**src/rtl/dmem_arbiter_pkg.sv**
```systemverilog
// Shared constants, port ids and payload types for the D-memory arbiter.
// Optional build macro: DMEM_ARB_STATS_EN (per-port transfer counters).
package dmem_arbiter_pkg;

  localparam int unsigned AW = 8;
  localparam int unsigned DW = 16;
  localparam int unsigned SW = 16;

  localparam logic PORT_CPU = 1'b0;
  localparam logic PORT_LDR = 1'b1;

  localparam logic [SW-1:0] STAT_MAX = 16'hFFFF;

  typedef struct packed {
    logic          en;
    logic          wr;
    logic [AW-1:0] addr;
    logic [DW-1:0] wdata;
  } ram_cmd_t;

  function automatic logic [SW-1:0] sat_inc(input logic [SW-1:0] v);
    return (v == STAT_MAX) ? v : v + SW'(1);
  endfunction

endpackage

```
**src/rtl/dmem_arbiter_rr_arb2.sv**
```systemverilog
// Two-way round-robin arbiter: one-hot grant, the port not served last wins a tie.
module rr_arb2
  import dmem_arbiter_pkg::*;
(
  input  logic [1:0] req,
  input  logic       last,
  output logic [1:0] gnt,
  output logic       winner
);

  always_comb begin
    gnt    = 2'b00;
    winner = last;
    unique case (req)
      2'b01: begin
        gnt    = 2'b01;
        winner = PORT_CPU;
      end
      2'b10: begin
        gnt    = 2'b10;
        winner = PORT_LDR;
      end
      2'b11: begin
        if (last == PORT_LDR) begin
          gnt    = 2'b01;
          winner = PORT_CPU;
        end else begin
          gnt    = 2'b10;
          winner = PORT_LDR;
        end
      end
      default: begin
        gnt    = 2'b00;
        winner = last;
      end
    endcase
  end

endmodule

```
**src/rtl/dmem_arbiter.sv**
```systemverilog
// Round-robin sharing of the single-port D RAM between controller (port 0) and loader (port 1).
// Optional build macro: DMEM_ARB_STATS_EN enables saturating per-port handshake counters.
module dmem_arbiter
  import dmem_arbiter_pkg::*;
(
  input  logic          Clk,
  input  logic          Reset,
  input  logic          req0,
  input  logic          wr0,
  input  logic [AW-1:0] addr0,
  input  logic [DW-1:0] wdata0,
  output logic          gnt0,
  output logic          rvalid0,
  output logic [DW-1:0] rdata0,
  input  logic          req1,
  input  logic          wr1,
  input  logic [AW-1:0] addr1,
  input  logic [DW-1:0] wdata1,
  output logic          gnt1,
  output logic          rvalid1,
  output logic [DW-1:0] rdata1,
  output logic          ram_en,
  output logic          ram_wr,
  output logic [AW-1:0] ram_addr,
  output logic [DW-1:0] ram_wdata,
  input  logic [DW-1:0] ram_rdata,
  output logic [SW-1:0] stat_gnt0,
  output logic [SW-1:0] stat_gnt1
);

  logic [1:0] gnt_arb;
  logic [1:0] gnt;
  logic       winner;
  logic       hs;

  logic       last_q, last_d;
  ram_cmd_t   cmd_q, cmd_d;
  logic       rd_v1_q, rd_v1_d;
  logic       rd_p1_q, rd_p1_d;
  logic       rvalid0_q, rvalid0_d;
  logic       rvalid1_q, rvalid1_d;

  logic          sel_wr;
  logic [AW-1:0] sel_addr;
  logic [DW-1:0] sel_wdata;

  rr_arb2 u_arb (
    .req    ({req1, req0}),
    .last   (last_q),
    .gnt    (gnt_arb),
    .winner (winner)
  );

  // Reset masks the grant so nothing can be accepted while it is asserted.
  assign gnt  = Reset ? 2'b00 : gnt_arb;
  assign gnt0 = gnt[0];
  assign gnt1 = gnt[1];
  assign hs   = |gnt;

  // Next state: command register, priority pointer and read tag pipeline.
  always_comb begin
    sel_wr    = (winner == PORT_LDR) ? wr1    : wr0;
    sel_addr  = (winner == PORT_LDR) ? addr1  : addr0;
    sel_wdata = (winner == PORT_LDR) ? wdata1 : wdata0;

    last_d    = last_q;
    cmd_d     = cmd_q;
    cmd_d.en  = 1'b0;
    cmd_d.wr  = 1'b0;
    rd_v1_d   = 1'b0;
    rd_p1_d   = rd_p1_q;

    if (hs) begin
      last_d      = winner;
      cmd_d.en    = 1'b1;
      cmd_d.wr    = sel_wr;
      cmd_d.addr  = sel_addr;
      cmd_d.wdata = sel_wdata;
      rd_v1_d     = ~sel_wr;
      rd_p1_d     = winner;
    end

    rvalid0_d = rd_v1_q & (rd_p1_q == PORT_CPU);
    rvalid1_d = rd_v1_q & (rd_p1_q == PORT_LDR);
  end

  always_ff @(posedge Clk) begin
    if (Reset) begin
      last_q    <= PORT_LDR;
      cmd_q     <= '0;
      rd_v1_q   <= 1'b0;
      rd_p1_q   <= PORT_CPU;
      rvalid0_q <= 1'b0;
      rvalid1_q <= 1'b0;
    end else begin
      last_q    <= last_d;
      cmd_q     <= cmd_d;
      rd_v1_q   <= rd_v1_d;
      rd_p1_q   <= rd_p1_d;
      rvalid0_q <= rvalid0_d;
      rvalid1_q <= rvalid1_d;
    end
  end

  // Masking with Reset cancels a pending write and in-flight reads in the reset cycle.
  assign ram_en    = cmd_q.en & ~Reset;
  assign ram_wr    = cmd_q.wr & ~Reset;
  assign ram_addr  = Reset ? '0 : cmd_q.addr;
  assign ram_wdata = Reset ? '0 : cmd_q.wdata;
  assign rvalid0   = rvalid0_q & ~Reset;
  assign rvalid1   = rvalid1_q & ~Reset;
  assign rdata0    = ram_rdata;
  assign rdata1    = ram_rdata;

`ifdef DMEM_ARB_STATS_EN
  logic [SW-1:0] stat_gnt0_q, stat_gnt0_d;
  logic [SW-1:0] stat_gnt1_q, stat_gnt1_d;

  always_comb begin
    stat_gnt0_d = stat_gnt0_q;
    stat_gnt1_d = stat_gnt1_q;
    if (hs && (winner == PORT_CPU)) stat_gnt0_d = sat_inc(stat_gnt0_q);
    if (hs && (winner == PORT_LDR)) stat_gnt1_d = sat_inc(stat_gnt1_q);
  end

  always_ff @(posedge Clk) begin
    if (Reset) begin
      stat_gnt0_q <= '0;
      stat_gnt1_q <= '0;
    end else begin
      stat_gnt0_q <= stat_gnt0_d;
      stat_gnt1_q <= stat_gnt1_d;
    end
  end

  assign stat_gnt0 = Reset ? '0 : stat_gnt0_q;
  assign stat_gnt1 = Reset ? '0 : stat_gnt1_q;
`else
  assign stat_gnt0 = 16'h0;
  assign stat_gnt1 = 16'h0;
`endif

endmodule

```
**config.mk**
```make
export PLATFORM = sky130hd
export DESIGN_NAME = dmem_arbiter
export DESIGN_NICKNAME = d
export VERILOG_FILES = /design/src/rtl/dmem_arbiter_pkg.sv /design/src/rtl/dmem_arbiter_rr_arb2.sv /design/src/rtl/dmem_arbiter.sv
export SDC_FILE = /design/constraint.sdc
export NUM_CORES = 1
export LEC_CHECK = 0
export BUFFER_PORTS_ARGS = -buffer_cell sky130_fd_sc_hd__buf_2
export CORE_MARGIN = 1
export CORE_UTILIZATION = 36
export DETAILED_ROUTE_END_ITERATION = 6
export GPL_TIMING_DRIVEN = 1
export PLACE_DENSITY_LB_ADDON = 0.25
export SETUP_SLACK_MARGIN = 0.2
export SKIP_CTS_REPAIR_TIMING = 1
export SLEW_MARGIN = 10
export SYNTH_ARGS = -nofsm -noshare
export SYNTH_HDL_FRONTEND = slang
export SYNTH_SLANG_ARGS = --single-unit
```
**constraint.sdc**
```tcl
create_clock -name Clk -period 1.2 [get_ports Clk]
set_input_delay 0.18 -clock Clk [delete_from_list [all_inputs] [get_ports Clk]]
set_output_delay 0.18 -clock Clk [all_outputs]
set_load 0.02 [all_outputs]
```
After elaboration in Yosys (flattened, before gate mapping):

Cells that the tools add are included.

* register bits after elaboration: 31
* bits in writable memories: 0
* word-level logic and storage cells: 35
* bits in latches: 0
* ROM bits: 0
* output and inout port bits: 94
* memories: 0
* bits of input ports: 70

* bitwise logic cells: 10
* multiplexer cells: 11
* div/mod/pow operators: 0
* shift-type cells: 0
* add/subtract/negate cells: 0
* equality and inequality tests: 3
* $mul: 0
* reduce and logical (&&, ||, !) cells: 2
* $lt $le $gt $ge: 0

Operators by type and width (count)
* $mux W16: 2
* $mux W26: 1
* $mux W8: 2
* $and A1 B1 Y1: 6
* $pmux W2 S3: 1
* $eq A2 B2 Y1 const B: 2
* $mux W2: 2
* $not A1 Y1: 4
* $reduce_or A2 Y1: 2
* $pmux W1 S3: 1
* $eq A2 B1 Y1 const B: 1
* $mux W1: 2

Depth between registers and ports, before layout:

Gate-level depths: netlist (run 1).

* depth in word-level cells: 6
* mapped depth: 5
* depth with buffers taken out: 3

Modules after synthesis:

Synthesis (run 1) repeated with hierarchy kept, for this count alone.

* cells, all modules: 235
* area, all modules: 2169.6 um^2

By module, submodules not included
* dmem_arbiter: seq. area each 620.6 um^2, area an instance 2140.8 um^2, times used 1, cells each 230
* rr_arb2: seq. area each 0.0 um^2, area an instance 28.8 um^2, times used 1, cells each 5

Worst setup path before layout (run 1):

OpenSTA, ideal clock, no wires.

* kind: flip-flop to flip-flop
* from: register last_q
* to: register cmd_q[5] in the netlist's numbering
* setup time: 88 ps
* arrival: 1034 ps
* clock period less this slack: 1123 ps
* setup slack: 77 ps
* cell stages (with the launch flop): 6
* path buffers: 2
* required time: 1112 ps
* cell sequence: dfxtp_1 and2_1 buf_4 buf_6 o21ai_1 a311oi_2

* longest elaborated chain between the ends: 4
* elaborated cells on any way between the ends: 7
* classes of those cells: 6 x mux; 1 x reduce/logical

RTL lines
* start: declaration: line dmem_arbiter.sv:36 `logic last_q, last_d;`
* start signal: assignment: line dmem_arbiter.sv:96 `last_q <= last_d;`
* $mux W2: line dmem_arbiter_rr_arb2.sv:24 `if (last == PORT_LDR) begin`
* $pmux W2 S3: line dmem_arbiter_rr_arb2.sv:14 `unique case (req)`
* $mux W2: line dmem_arbiter.sv:55 `assign gnt = Reset ? 2'b00 : gnt_arb;`
* $reduce_or A2 Y1: line dmem_arbiter.sv:58 `assign hs = |gnt;`
* end signal: assignment: line dmem_arbiter.sv:97 `cmd_q <= cmd_d;`
* end: declaration: line dmem_arbiter.sv:37 `ram_cmd_t cmd_q, cmd_d;`

Parallel ways exist; a longest one is shown, timed or not.
A chain may end at the register's enable or synchronous reset.

Worst setup path in the final report (run 1):

* from: register last_q
* to: output port gnt0

* longest elaborated chain between the ends: 3

RTL lines
* $mux W2: line dmem_arbiter_rr_arb2.sv:24
* $pmux W2 S3: line dmem_arbiter_rr_arb2.sv:14
* $mux W2: line dmem_arbiter.sv:55
* end: declaration: line dmem_arbiter.sv:12 `output logic gnt0,`

No other way between the ends.

==> impl_metrics.tcl, run 1 <==
set metrics [dict create \
    vias 1863 \
    vdd_drop_max_mv 0.489 \
    dp_slack_ns -0.0388 \
    netlist.area_leader.share 0.297 \
    fin_util 0.531 \
    setup_violations 2 \
    core_region_area_um2 5540 \
    finalNetCount 387 \
    synth_cell_type_count 25 \
    synth_area_leaders "dfxtp_1, buf_4, a311oi_1, nor2b_1, nand3_1" \
    drt_iter0_drc 72 \
    final_layout_size_suffix_gt1_frac 0.585 \
    grt.total_usage 0.151 \
    synth_area_um2 2090 \
    drt-pass1-iter-count 4 \
    critPathMaxFanout 5 \
    clock_latency_ns 0.28 \
    hold_viol 0 \
    rows 27 \
    cts_buffers 5 \
    max_slew.worst_pin.slew_ns 0.534 \
    drc 0 \
    final_max_slew_viol_count 0 \
    clock_path_buffers 2 \
    dp.final_hpwl_um 3480 \
    diodes 0 \
    dpl-instance-area_um2 2260 \
    final_area_um2 2940 \
    synth_seq_area_share 0.297 \
    wirelength_um 5380 \
    start_util 0.377 \
    grt_pass1_wl_um 7330 \
    die_w_um 78.2 \
    crit_type "flop to output port" \
    cp.required_ns 1.02 \
    fin_crit_sh 1.04 \
    die_y_um 78.2 \
    p_leak_nw 1.33 \
    synth_simple_gate_area_share 0.224 \
    synth_xor_area_frac 0 \
    finalSetupTns_ns -0.0789 \
    io_buffers 83 \
    synth_seq_cells 31 \
    io_pins 164 \
    via_per_inst 4.78 \
    synth_top_family_by_area "buffers and inverters" \
    cp_data_arrival_time_ns 1.07 \
    min_period_ns 1.25 \
    synthAdderAreaFrac 0 \
    die_area_um2 6110 \
    clkTransAtPathRegs_ns 0.07 \
    grt_overflow_total 0 \
    status "complete, but fails checks" \
    clock-sinks 31 \
    synth.largest_area_cell "dfxtp_1" \
    synthToLayoutAreaGrowth_pct 41.0 \
    num-fill-cells 526 \
    routedWlPerCell_um 13.8 \
    grt_antenna_before_repair 0 \
    fmax_mhz 801 \
    syn_inst 260 \
    skew_ns 0.00409 \
    yosys_warnings 0 \
    hold_path_class "input port to flop" \
    root_buffer "clkbuf_8" \
    cp-start-kind "flop" \
    synthMuxAreaShare 0 \
    ant_nets 0 \
    violations "setup timing" \
    synth_compound_area_frac 0.177 \
    worstSetupEndpointType "output port" \
    slew_headroom 0.644 \
    rsz0062_at_grt "yes" \
    grt_pass1_vias 1601 \
    avgSynthCellArea_um2 8.03 \
    h-tree-depth 2 \
    grt_max_degree 49 \
    finalWorstSetupSlack_ns -0.0490 \
    finalPower_mw 3.02 \
    tritoncts "done" \
    max_cap_violations 0 \
    powerDensity_nw_per_um2 1030 \
    gp_congestion 0.716 \
]
## area by class of cell
type                    count  area (µm²)  area share
flip-flops and latches     31         657       0.223
clock buffers               8         100      0.0340
multi-input cells         174        1230       0.416
well taps                  72        90.1      0.0306
repair buffers            104         867       0.295
inverters                   1        3.75     0.00127
## sequential cells by signal (all words and copies together) (netlist names)
register   cells
rvalid0_q      1
rd_v1_q        1
cmd_q         26
rvalid1_q      1
last_q         1
rd_p1_q        1
## stage by stage
step | hold slack, ns | instances
after global routing | 0.153 | 390
after floorplan | 0.331 | 291
after CTS | 0.167 | 379
final | 0.158 | 390
after detailed placement | 0.360 | 371
after global placement | 0.360 | 371
## metal layers
layer  vias up  GRT usage  wire (µm)
li1        910          -          -
met1       850      0.175       2290
met2        87      0.252       2580
met3        16     0.0477        420
met4         0     0.0722         89
met5         -          0          0
## critical path, stage by stage, from the launching register on
cell      delay, ns
dfxtp_4        0.36
nand2b_4       0.13
and3_4         0.17
buf_6          0.12
## report_power, final
part / internal, mW / switching [mW]
Combinational: 0.453 / 0.484
Clock: 0.523 / 0.389
Sequential: 1.13 / 0.0443
Total: 2.11 / 0.917
## path summary, 6_finish.rpt
kind | slack (ns) | from | depth (start not counted) | endpoint
worst min register to register | 0.45 | rd_p1_q$_SDFFE_PP0P_ | 1 | rvalid0_q$_SDFF_PP0_
worst min-delay path | 0.16 | wdata0[13] | 3 | cmd_q[13]$_SDFFE_PP0P_
worst max-delay path | -0.05 | last_q$_SDFFE_PP1P_ | 3 | gnt0
worst max register to register | 0 | last_q$_SDFFE_PP1P_ | 4 | cmd_q[8]$_SDFFE_PP0P_
## cell usage after synthesis
cell / n
buf_4: 67
dfxtp_1: 31
nor2b_1: 28
nor2_1: 26
nand3_1: 25
a311oi_1: 22
o21ai_1: 19
o21ai_0: 7
buf_2: 6
buf_6: 6
clkbuf_1: 5
and3_1: 4
a311oi_2: 2
a21boi_0: 1
a31o_2: 1
and2_1: 1
buf_1: 1
conb_1: 1
inv_1: 1
nand2_1: 1
nand2b_1: 1
nor2_2: 1
nor3b_1: 1
or2_1: 1
or2_4: 1
## kinds of logic (layout without fill, tap and decap cells)
kind of cell           Yosys count  after routing
DFF                             31             31
and+or+nand+nor                 90             90
other                            1             32
AOI/OAI and AO/OA               52             52
buffers and inverters           86            113
## cells in the final DEF (no fill, tap or decap), types with 2 or more instances in the layout
cell and instances:
nor2b_4 24, o21ai_2 8, clkbuf_8 7, conb_1 32, dfxtp_1 4, o21ai_1 11
buf_12 5, buf_6 27, buf_4 17, nor2_1 26, and3_4 2, nor2b_1 4
dfxtp_2 26, and3_1 2, a311oi_2 7, o21ai_0 7, a311oi_1 17, clkbuf_16 3
nand3_1 24, buf_2 52
(Power assumes the default switching activity.)
==> run 2, diff against run 1 <==
GPL_TIMING_DRIVEN = 0   (was 1)
SKIP_CTS_REPAIR_TIMING = default   (was 1)
==> impl_metrics.tcl, run 2 (synthesis results as in run 1) <==
set metrics [dict create \
    root_buffer "clkbuf_8" \
    fin_crit_sh 1.05 \
    tritoncts "done" \
    cp.required_ns 1.02 \
    crit_type "flop to output port" \
    layout.cells.most_common "buf_2" \
    io_buffers 114 \
    final_layout_size_suffix_gt1_frac 0.703 \
    die_area_um2 6110 \
    die_y_um 78.2 \
    core_region_area_um2 5540 \
    clock_path_buffers 2 \
    status "complete, but fails checks" \
    worstSetupEndpointType "output port" \
    hold_viol 0 \
    finalWorstSetupSlack_ns -0.0657 \
    hold_end "cmd_q[9]$_SDFFE_PP0P_" \
    num-fill-cells 506 \
    max_stage_delay_ns 0.39 \
    cp_num_buf_inv 1 \
    r2r-end "cmd_q[1]$_SDFFE_PP0P_" \
    clock-sinks 31 \
    worstHoldStart "wdata0[9]" \
    slew_headroom 0.583 \
    clock_latency_ns 0.27 \
    rsz0062_at_grt "yes" \
    grt_pass1_vias 2052 \
    start_util 0.377 \
    dp.final_hpwl_um 4450 \
    violations "setup timing" \
    max_cap_violations 0 \
    min_period_ns 1.27 \
    synthToLayoutAreaGrowth_pct 72.4 \
    fmax_mhz 790 \
    io_pins 164 \
    hold_depth 3 \
    cts_buffers 5 \
    vias 2272 \
    worstRegToRegCells 5 \
    gp_congestion 0.751 \
    finalNetCount 496 \
    drc 0 \
    r2r_setup_slack_ns -0.04 \
    dp_slack_ns -0.197 \
    clkTransAtPathRegs_ns 0.06 \
    largest-register "cmd_q" \
    ant_nets 0 \
    drt-pass1-iter-count 4 \
    grt_antenna_before_repair 0 \
    routedWlPerCell_um 13.3 \
    cp-start-kind "flop" \
    setup_violations 18 \
    powerDensity_nw_per_um2 919 \
    grt_pass1_wl_um 9440 \
    drt_iter0_drc 60 \
    r2r-start "last_q$_SDFFE_PP1P_" \
    finalSetupTns_ns -0.375 \
    diodes 0 \
    grt.total_usage 0.198 \
    grt_max_degree 11 \
    final_area_um2 3600 \
    h-tree-depth 2 \
    dpl-instance-area_um2 2910 \
    wirelength_um 6630 \
    vdd_drop_max_mv 0.539 \
    cp_data_arrival_time_ns 1.09 \
    critPathTopFamily "flip-flops" \
    fin_util 0.650 \
    skew_ns 0.00400 \
    hold_path_class "input port to flop" \
    final_max_slew_viol_count 0 \
    critPathMaxFanout 5 \
    crit_chain "nand2b_4 > and3_4 > buf_6" \
    grt_overflow_total 0 \
    max_slew.worst_pin.slew_ns 0.626 \
    rows 27 \
    worst_path_max_delay_cell "dfxtp_4" \
    cts_hold_buf 0 \
    die_w_um 78.2 \
    via_per_inst 4.55 \
    layout_common_cells "buf_2, buf_4, conb_1" \
    p_leak_nw 1.82 \
    largest_reg_flops 26 \
]
-- run 2: cell types whose count changed in the layout (fill, tap and decap cells not counted), sizes merged --
cell    change
buf       +104
clkbuf      +5
-- run 2: layout make-up --
type	count	area, µm²	area share
timing repair buffer	128	790	0.219
clock buffer	8	100	0.0278
inverter	1	3.75	0.00104
tap	72	90.1	0.0250
buffer	85	672	0.187
sequential	31	632	0.176
multi-input combinational	174	1310	0.365
-- run 2: power breakdown --
| group | switching [mW] | internal (mW) | total [mW] |
|---|---|---|---|
| sequential | 0.0413 | 1.12 | 1.16 |
| clock | 0.368 | 0.523 | 0.891 |
| combinational | 0.651 | 0.603 | 1.25 |
| total | 1.06 | 2.25 | 3.31 |
-- run 2: metal layers --
| metal | wire [µm] | global-route usage | up-vias |
|---|---|---|---|
| met3 | 511 | 0.0547 | 4 |
| li1 | - | - | 1134 |
| met1 | 2590 | 0.224 | 1027 |
| met2 | 3490 | 0.358 | 107 |
| met5 | 0 | 0 | - |
| met4 | 36 | 0.0630 | 0 |
-- run 2: how the worst max path moves through the flow --
stage	startpoint	end	slack, ns	depth (start not counted)
finish	last_q$_SDFFE_PP1P_	gnt0	-0.07	3
global placement	Reset	ram_wdata[14]	-0.21	4
detailed placement	Reset	ram_wdata[8]	-0.20	4
CTS	last_q$_SDFFE_PP1P_	gnt0	-0.06	3
floorplan	last_q$_SDFFE_PP1P_	cmd_q[5]$_SDFFE_PP0P_	0.12	4
global route	last_q$_SDFFE_PP1P_	gnt0	-0.11	3
-- run 2: tightest hold or removal path, stage by stage --
cell      delay [ns]
buf_2           0.10
o21ai_2         0.04
a311oi_1        0.08
-- run 2: timing repair --
item	CTS	global route
cloned	2	3
gates resized for setup	69	44
setup endpoints to repair	58	57
setup buffers	6	3
pin swaps	38	29
endpoints found under the hold margin	0	0
-- run 2: through the flow --
step | hold slack (ns) | power [mW] | instances
floorplan | 0.331 | 1.89 | 291
global placement | 0.427 | 2.15 | 477
detailed placement | 0.436 | 2.16 | 477
CTS | 0.169 | 3.17 | 493
global route | 0.160 | 3.48 | 499
finish | 0.171 | 3.31 | 499
==> run 3, diff against run 2 <==
BUFFER_PORTS_ARGS = default   (was -buffer_cell sky130_fd_sc_hd__buf_2)
CORE_UTILIZATION = 40   (was 36)
DONT_BUFFER_PORTS = 1   (was default)
==> impl_metrics.tcl, run 3 (synthesis results as in run 1) <==
set metrics [dict create \
    status "complete, but fails checks" \
    violations "setup timing" \
    die_area_um2 5510 \
    largest_reg_flops 26 \
    grt_overflow_total 0 \
    finalWorstSetupSlack_ns -0.0842 \
    clock-sinks 31 \
    hold_depth 2 \
    grt_max_degree 12 \
    place_inst 358 \
    largest-register "cmd_q" \
    clock_path_buffers 2 \
    tritoncts "done" \
    finalPower_mw 3.04 \
    gp_congestion 0.728 \
    io_pins 164 \
    drt-pass1-iter-count 4 \
    hold_path_class "input port to flop" \
    rsz0062_at_grt "yes" \
    whs_ns 0.0457 \
    hold_end "cmd_q[16]$_SDFFE_PP0P_" \
    diodes 0 \
    clkTransAtPathRegs_ns 0.07 \
    multi_input_area_um2 1360 \
    seq_area_um2 648 \
    crit_start "last_q$_SDFFE_PP1P_" \
    grt_pass1_wl_um 8560 \
    io_buffers 0 \
    die_y_um 74.3 \
    min_period_ns 1.28 \
    num-fill-cells 460 \
    rows 25 \
    fin_cells 378 \
    highest_layer "met4" \
    cts_buffers 5 \
    cp_data_arrival_time_ns 1.45 \
    routedWlPerCell_um 16.8 \
    worstSetupEndpointType "flop" \
    wirelength_um 6340 \
    finalNetCount 380 \
    cp-start-kind "flop" \
    drt_iter0_drc 63 \
    dp.final_hpwl_um 4090 \
    crit_type "flop to flop" \
    worstHoldStart "addr1[0]" \
    wl_met3_um 514 \
    grt_pass1_vias 1627 \
    fmax_mhz 779 \
    routed-wl-met2_um 3300 \
    r2r_setup_slack_ns -0.08 \
    cts_hold_buf 0 \
    fin_util 0.623 \
    skew_ns 0.00267 \
    fin_crit_sh 1.07 \
    vdd_drop_max_mv 0.605 \
    layout_common_cells "buf_4, conb_1, nor2_1" \
    max_slew.worst_pin.slew_ns 0.605 \
    hold_viol 0 \
    via_per_inst 5.06 \
    drc 0 \
    slew_headroom 0.596 \
    h-tree-depth 2 \
    powerDensity_nw_per_um2 1000 \
    critPathMaxFanout 6 \
    final_area_um2 3040 \
    worstRegToRegCells 5 \
    max_cap_violations 0 \
    die_w_um 74.3 \
    p_leak_nw 1.35 \
    vias 1914 \
    met1Wirelength_um 2510 \
    r2r-start "last_q$_SDFFE_PP1P_" \
    clock_latency_ns 0.28 \
    cp.required_ns 1.37 \
    root_buffer "clkbuf_8" \
    grt_antenna_before_repair 0 \
    setup_violations 18 \
    grt.total_usage 0.209 \
    r2r-end "cmd_q[7]$_SDFFE_PP0P_" \
    ant_nets 0 \
    layout.cells.most_common "buf_4" \
    core_region_area_um2 4880 \
    dpl-instance-area_um2 2340 \
    final_max_slew_viol_count 0 \
    final_layout_size_suffix_gt1_frac 0.614 \
    start_util 0.428 \
    synthToLayoutAreaGrowth_pct 45.5 \
]
run 3: how the worst max path moves through the flow:
stage                                   endpoint  slack (ns)
after floorplan            cmd_q[5]$_SDFFE_PP0P_        0.12
after global placement               ram_addr[4]       -0.16
after detailed placement            ram_wdata[3]       -0.15
after CTS                 cmd_q[23]$_SDFFE_PP0P_      -0.001
after global routing       cmd_q[7]$_SDFFE_PP0P_       -0.10
final                      cmd_q[7]$_SDFFE_PP0P_       -0.08
run 3: metrics by stage:
| stage | setup slack (ns) | setup TNS, ns |
|---|---|---|
| detailed placement | -0.153 | -3.17 |
| CTS | -0.00107 | -0.00107 |
| finish | -0.0842 | -0.411 |
| global route | -0.104 | -1.53 |
| floorplan | 0.118 | 0 |
| global placement | -0.159 | -3.18 |
run 3: layout make-up:
class	count	share of cell area
Buffer	85	0.232
Clock buffer	7	0.0251
Clock inverter	1	0.00165
Inverter	1	0.00124
Multi-Input combinational cell	174	0.447
Sequential cell	31	0.213
Tap cell	67	0.0276
Timing Repair Buffer	12	0.0523
run 3: power by group:
| part | internal [mW] | total (mW) | switching [mW] |
|---|---|---|---|
| Combinational | 0.492 | 1.07 | 0.578 |
| Clock | 0.407 | 0.792 | 0.385 |
| Sequential | 1.13 | 1.18 | 0.0482 |
| Total | 2.03 | 3.04 | 1.01 |
run 3: per-layer routing:
layer  vias to the layer above  GRT usage
met5                         -          0
met4                         0     0.0377
met3                         4     0.0610
met2                       107      0.369
met1                       906      0.254
li1                        897          -
run 3: what timing repair did:
action	4_1_cts	5_1_grt
endpoints found under the setup margin	58	57
cloned	3	2
resized for setup	95	30
buffers inserted	1	6
pin swaps	17	29
endpoints found under the hold margin	0	0
run 3: critical path, cell delays in order (launching register included):
cell and delay (ns):
dfxtp_4 0.39, or2_1 0.12, buf_6 0.16, clkbuf_16 0.16, nand3_1 0.09, a311oi_1 0.26
